File: src/rtl/timer_mod_pkg.sv
// Shared register map, CTRL bit layout and module-select constant for the
// memory-mapped timer/compare peripheral.
package timer_mod_pkg;

  typedef enum logic [1:0] {
    TMR_CTRL = 2'd0,
    TMR_PRE  = 2'd1,
    TMR_CNT  = 2'd2,
    TMR_CMP  = 2'd3
  } tmr_reg_e;

  localparam int CTRL_EN   = 0;
  localparam int CTRL_IE   = 1;
  localparam int CTRL_MODE = 2;
  localparam int CTRL_PEND = 3;

  localparam logic [3:0] TIMER_ADDR = 4'h5;

  // Packed so that the struct image is exactly the CTRL read value {PEND,MODE,IE,EN}.
  typedef struct packed {
    logic pend;
    logic mode;
    logic ie;
    logic en;
  } ctrl_t;

endpackage

File: src/rtl/timer_mod_prescaler.sv
// Prescale divider: emits a one-cycle tick every PRESCALE+1 enabled cycles.
module timer_mod_prescaler
  import timer_mod_pkg::*;
#(
  parameter int WIDTH = 32
) (
  input  logic             clk,
  input  logic             rstn,
  input  logic             en_i,
  input  logic             clr_i,
  input  logic [WIDTH-1:0] prescale_i,
  output logic             tick_o
);

  logic [WIDTH-1:0] pre_cnt_q, pre_cnt_d;

  assign tick_o = en_i && (pre_cnt_q == prescale_i);

  // A clear restarts the phase even when it lands on a tick cycle.
  always_comb begin
    pre_cnt_d = pre_cnt_q;
    if (clr_i) begin
      pre_cnt_d = '0;
    end else if (tick_o) begin
      pre_cnt_d = '0;
    end else if (en_i) begin
      pre_cnt_d = pre_cnt_q + WIDTH'(1);
    end
  end

  always_ff @(posedge clk or negedge rstn) begin
    if (!rstn) begin
      pre_cnt_q <= '0;
    end else begin
      pre_cnt_q <= pre_cnt_d;
    end
  end

endmodule

File: src/rtl/timer_mod.sv
// Timer/compare peripheral: bus register file, compare counter and level
// interrupt; the prescale divider lives in timer_mod_prescaler.
module timer_mod
  import timer_mod_pkg::*;
#(
  parameter int               WIDTH     = 32,
  parameter logic [WIDTH-1:0] PRE_RESET = '0
) (
  input  logic        clk,
  input  logic        rstn,
  input  logic [1:0]  addr,
  input  logic [31:0] i_wb_dat,
  input  logic        i_wb_we,
  input  logic        i_wb_cyc,
  output logic [31:0] o_wb_rdt,
  output logic        o_wb_ack,
  output logic        int_o
);

  ctrl_t            ctrl_q, ctrl_d;
  logic [WIDTH-1:0] pre_q, pre_d;
  logic [WIDTH-1:0] cnt_q, cnt_d;
  logic [WIDTH-1:0] cmp_q, cmp_d;
  logic             ack_q, ack_d;
  logic [31:0]      rdt_q, rdt_d;
  logic [31:0]      rd_data;

  logic access, wr, wr_ctrl, wr_pre, wr_cnt, wr_cmp;
  logic tick, match, pre_clr;

  assign access  = i_wb_cyc && !ack_q;
  assign wr      = access && i_wb_we;
  assign wr_ctrl = wr && (addr == TMR_CTRL);
  assign wr_pre  = wr && (addr == TMR_PRE);
  assign wr_cnt  = wr && (addr == TMR_CNT);
  assign wr_cmp  = wr && (addr == TMR_CMP);

  // A COUNT write on a tick cycle suppresses the compare entirely.
  assign match   = tick && !wr_cnt && (cnt_q == cmp_q);
  assign pre_clr = wr_pre || wr_cnt || (wr_ctrl && i_wb_dat[CTRL_EN] && !ctrl_q.en);

  timer_mod_prescaler #(
    .WIDTH(WIDTH)
  ) u_prescaler (
    .clk       (clk),
    .rstn      (rstn),
    .en_i      (ctrl_q.en),
    .clr_i     (pre_clr),
    .prescale_i(pre_q),
    .tick_o    (tick)
  );

  always_comb begin
    rd_data = '0;
    case (addr)
      TMR_CTRL: rd_data = {28'd0, ctrl_q};
      TMR_PRE:  rd_data = 32'(pre_q);
      TMR_CNT:  rd_data = 32'(cnt_q);
      TMR_CMP:  rd_data = 32'(cmp_q);
      default:  rd_data = '0;
    endcase
  end

  always_comb begin
    ctrl_d = ctrl_q;
    pre_d  = pre_q;
    cnt_d  = cnt_q;
    cmp_d  = cmp_q;
    ack_d  = i_wb_cyc && !ack_q;
    rdt_d  = access ? rd_data : rdt_q;

    if (tick && !wr_cnt) begin
      cnt_d = (cnt_q == cmp_q) ? '0 : cnt_q + WIDTH'(1);
    end
    if (match) begin
      ctrl_d.pend = 1'b1;
      if (ctrl_q.mode) ctrl_d.en = 1'b0;
    end

    // Bus writes come last so a written EN beats the one-shot auto-clear,
    // while a match still beats the PEND write-1-to-clear.
    if (wr_ctrl) begin
      ctrl_d.en   = i_wb_dat[CTRL_EN];
      ctrl_d.ie   = i_wb_dat[CTRL_IE];
      ctrl_d.mode = i_wb_dat[CTRL_MODE];
      if (i_wb_dat[CTRL_PEND] && !match) ctrl_d.pend = 1'b0;
    end
    if (wr_pre) pre_d = WIDTH'(i_wb_dat);
    if (wr_cnt) cnt_d = WIDTH'(i_wb_dat);
    if (wr_cmp) cmp_d = WIDTH'(i_wb_dat);
  end

  always_ff @(posedge clk or negedge rstn) begin
    if (!rstn) begin
      ctrl_q <= '0;
      pre_q  <= PRE_RESET;
      cnt_q  <= '0;
      cmp_q  <= '1;
      ack_q  <= 1'b0;
      rdt_q  <= '0;
    end else begin
      ctrl_q <= ctrl_d;
      pre_q  <= pre_d;
      cnt_q  <= cnt_d;
      cmp_q  <= cmp_d;
      ack_q  <= ack_d;
      rdt_q  <= rdt_d;
    end
  end

  assign o_wb_ack = ack_q;
  assign o_wb_rdt = rdt_q;
  assign int_o    = ctrl_q.pend && ctrl_q.ie;

endmodule

File: config.mk
export PLATFORM = sky130hd
export DESIGN_NAME = timer_mod
export DESIGN_NICKNAME = d
export VERILOG_FILES = /design/src/rtl/timer_mod_pkg.sv /design/src/rtl/timer_mod_prescaler.sv /design/src/rtl/timer_mod.sv
export SDC_FILE = /design/constraint.sdc
export NUM_CORES = 1
export LEC_CHECK = 0
export CORE_MARGIN = 2
export CORE_UTILIZATION = 63
export CTS_BUF_LIST = sky130_fd_sc_hd__clkbuf_16
export DETAILED_ROUTE_END_ITERATION = 16
export PLACE_DENSITY = 0.88
export SLEW_MARGIN = 40
export SYNTH_ARGS = -nofsm -noshare
export SYNTH_HDL_FRONTEND = slang
export SYNTH_SLANG_ARGS = --single-unit
File: constraint.sdc
create_clock -name clk -period 5.4 [get_ports clk]
set_input_delay 0.54 -clock clk [delete_from_list [all_inputs] [get_ports clk]]
set_output_delay 0.54 -clock clk [all_outputs]
set_load 0.01 [all_outputs]
==> summary.txt <==
Worst setup path
  – Critical path class: flop to flop
  – Crit path depth: 8
  – Worst Setup SP: u_prescaler.pre_cnt_q[9]
  – Arrival @ worst endpoint: 3940 ps
  – Reg-to-reg critical path endpoint: cnt_q[29]
  – Critical path's largest stage delay: 660 ps
  – Critical Path RT: 5740 ps
  – R2R Path Start: u_prescaler.pre_cnt_q[9]
  – Critical Path Slowest Stage Cell: nor2_2
  – Flop-to-flop setup slack: 1790 ps
  – Worst Setup Start Kind: flop
  – Worst setup EP type: flop
  – CP Max Fanout: 39
  – CP delay by family, top: simple AND/OR/NAND/NOR gates
  – Reg2Reg Depth: 8
  – Worst path bufs/invs: 1
  – Worst path cell trace: xor2_1 > nor4_1 > nand4_1 > or4_1 > buf_4 > nor2_2 > nand3_1 > o31ai_1
  – Worst Setup EP: cnt_q[29]

Route
  – DRC viols: 0
  – Routed len/inst: 21.2 microns
  – Detailed Route WL: 23800 microns
  – Initial DRT Pass Iterations: 5
  – DRT antenna net count: 0
  – Initial drt markers: 1088
  – DR vias: 7253
  – Via-to-Cell Ratio: 6.47

Logic synthesis
  – FF+latch count, synth: 165
  – Asr flop ratio synth: 1.00
  – Synth cell count leaders: 147 x nor2_1, 133 x dfrtp_1, 92 x mux2_2
  – Share of the synthesized area in the top cell type: 0.380
  – Post-Syn Area per Cell: 10.0 sq um
  – Cell count after synthesis: 873
  – Seq/Total Area, Yosys: 0.476
  – Synth Net Count: 913
  – Number of synthesized flops with an enable pin: 0
  – Synthesized cell area: 8760 sq um
  – Synth top area cells: dfrtp_1 38%, mux2_2 12%, dfstp_2 9.6%, xor2_1 7.3%, nor2_1 6.3%
  – Cell with the most instances after synthesis: nor2_1
  – Synth Warn #: 0
  – Synth unique cells: 47
  – Ys flop type: dfrtp_1
  – Area leader, netlist: dfrtp_1

STA
  – Final Hold Vio Count: 0
  – Max-slew headroom: 0.461
  – Worst slew pin tran: 806 ps
  – Fin crit period: 3610 ps
  – Sum Neg Setup Slack: 0 ps
  – Pins Over Slew Limit: 0
  – RSZ-0062 raised after global routing: no
  – Fin Clk Skew: 8.12 ps
  – Hold_ws: 470 ps
  – Final setup viols: 0
  – Crit share post-route: 0.668
  – Max Clock Freq: 277 MHz

Global route
  – Vias in the first global route: 6808
  – Total GRT Usage: 0.338
  – GR Util met2: 0.506
  – Top Usage Layer GRT: met2
  – Initial antenna violation count: 0
  – Largest net degree at the start of global routing: 112
  – Met3 GRT Util: 0.0726
  – Gr ovfl total: 0
  – First-pass GRT wire length: 38000 microns
  – Met1 usage: 0.480

Die
  – Initial cell density of the core: 0.638
  – Die height: 122 microns
  – Row count: 43
  – Core Area: 13700 sq um
  – IO Pins: 72
  – DIE AREA: 14900 sq um
  – Die width: 122 microns

Final layout
  – Share of layout cells above drive strength 1: 0.189
  – Total area of sequential cells: 4170 sq um
  – Layout area overhead: 16.6%
  – Multi-input logic area: 4380 sq um
  – Diode count: 0
  – Fillers: 914
  – Final #Nets: 968

Power
  – Lkg Pwr: 4.28 nW
  – Power Dens Cells: 373 nW/um^2
  – Max IR drop VDD: 0.301 mV

Worst hold path
  – Hold Crit Class: flop to flop

Clocking
  – Root Driver: clkbuf_16
  – CTS buffer count: 17
  – H-tree Lvls: 4
  – Clock Latency Late Sink: 440 ps
  – CTS Sinks: 165
  – Clock-pin slew on the worst setup and hold paths: 60 ps
  – TritonCTS clock tree: yes
  – Clk buf depth: 2
  – Post_cts resized: 0

Run status
  – Status: complete, no violations

Placed design
  – GP Congestion: 0.948
  – DPL Wire Length: 16200 microns
  – I/O Buffers: 71

Run
  – Max Cap Viol: 0
==> per-stage QoR <==
step	utilization	std cells	setup slack [ps]	power (mW)	cell area (sq um)
floorplan	-	873	2880	2.27	8760
global placement	0.700	1086	1430	2.60	9600
detailed placement	0.701	1087	1830	2.65	9620
CTS	0.741	1119	1960	3.80	10200
global route	0.745	1121	1800	3.98	10200
finish	0.745	1121	1790	3.81	10200
==> layout make-up <==
type	count	share of cell area
clock buffers	17	0.0416
clock inverters	15	0.0125
flip-flops and latches	165	0.408
multi-input cells	648	0.429
repair buffers	86	0.0830
well taps	180	0.0220
inverters	10	0.00367
==> routing by layer <==
metal	up-vias	wire length [microns]
li1	3206	-
met1	3552	9750
met2	420	11000
met3	75	2020
met4	0	1060
met5	-	0
==> kinds of logic (layout without fill, tap and decap cells) <==
group	count (synthesis)	in the layout	synth area share
and+or+nand+nor	345	345	0.184
buffers and inverters	60	128	0.0264
adders and majority gates	2	2	0.00286
AOI/OAI and AO/OA	118	118	0.0952
xor gates and xnor gates	87	87	0.0870
DFF	165	165	0.476
muxes	96	96	0.129
==> worst reg2reg max path: stages (launching register included) <==
cell     delay, ps
dfrtp_1        460
xor2_1         170
nor4_1         510
nand4_1        140
or4_1          530
buf_4          270
nor2_2         680
nand3_1        430
o31ai_1        320
==> where the power goes <==
part	total, mW	internal, mW	switching (mW)
registers	1.81	1.51	0.293
logic	0.856	0.443	0.413
clock network	1.15	0.666	0.484
==> cell usage in the layout, fill, tap and decap left out, types with 5 or more instances in the layout <==
| master | n |
|---|---|
| o21bai_1 | 9 |
| xnor2_1 | 14 |
| dfstp_2 | 32 |
| nand4_1 | 15 |
| clkdlybuf4s50_1 | 69 |
| buf_4 | 14 |
| xor2_1 | 73 |
| a31oi_1 | 33 |
| or3_1 | 11 |
| nor2_1 | 145 |
| mux2_2 | 92 |
| nand2_1 | 64 |
| nor2b_1 | 5 |
| nor4_1 | 16 |
| clkbuf_16 | 17 |
| dfrtp_1 | 133 |
| nor3_1 | 12 |
| and2_1 | 11 |
| o21ai_0 | 23 |
| a221oi_1 | 28 |
| inv_1 | 14 |
| o31ai_1 | 9 |
| nand3b_1 | 10 |
| nand3_1 | 28 |
| and3_1 | 10 |
==> registers in the layout, indices dropped and copies added (netlist names) <==
register	cells
cmp_q	32
cnt_q	32
ctrl_q	4
o_wb_ack	1
o_wb_rdt	32
pre_q	32
u_prescaler.pre_cnt_q	32
==> worst min-delay path by stage <==
| stage | start | endpoint | slack (ps) | cells past startpoint |
|---|---|---|---|---|
| 2_1_floorplan | rstn | cnt_q[0] | 240 | 0 |
| 3_3_place_gp | o_wb_rdt[2] | o_wb_rdt[2] | 460 | 2 |
| 3_5_place_dp | o_wb_rdt[3] | o_wb_rdt[3] | 460 | 2 |
| 4_1_cts | rstn | o_wb_rdt[28] | 200 | 1 |
| 5_1_grt | o_wb_rdt[3] | o_wb_rdt[3] | 520 | 2 |
| 6_report | o_wb_rdt[1] | o_wb_rdt[1] | 470 | 2 |
==> timing repair <==
action                                 in CTS  in global routing
hold buffers                                0                  1
buffers inserted                            0                  0
endpoints found under the hold margin       0                 28
Power figures use the tool's default switching activity.
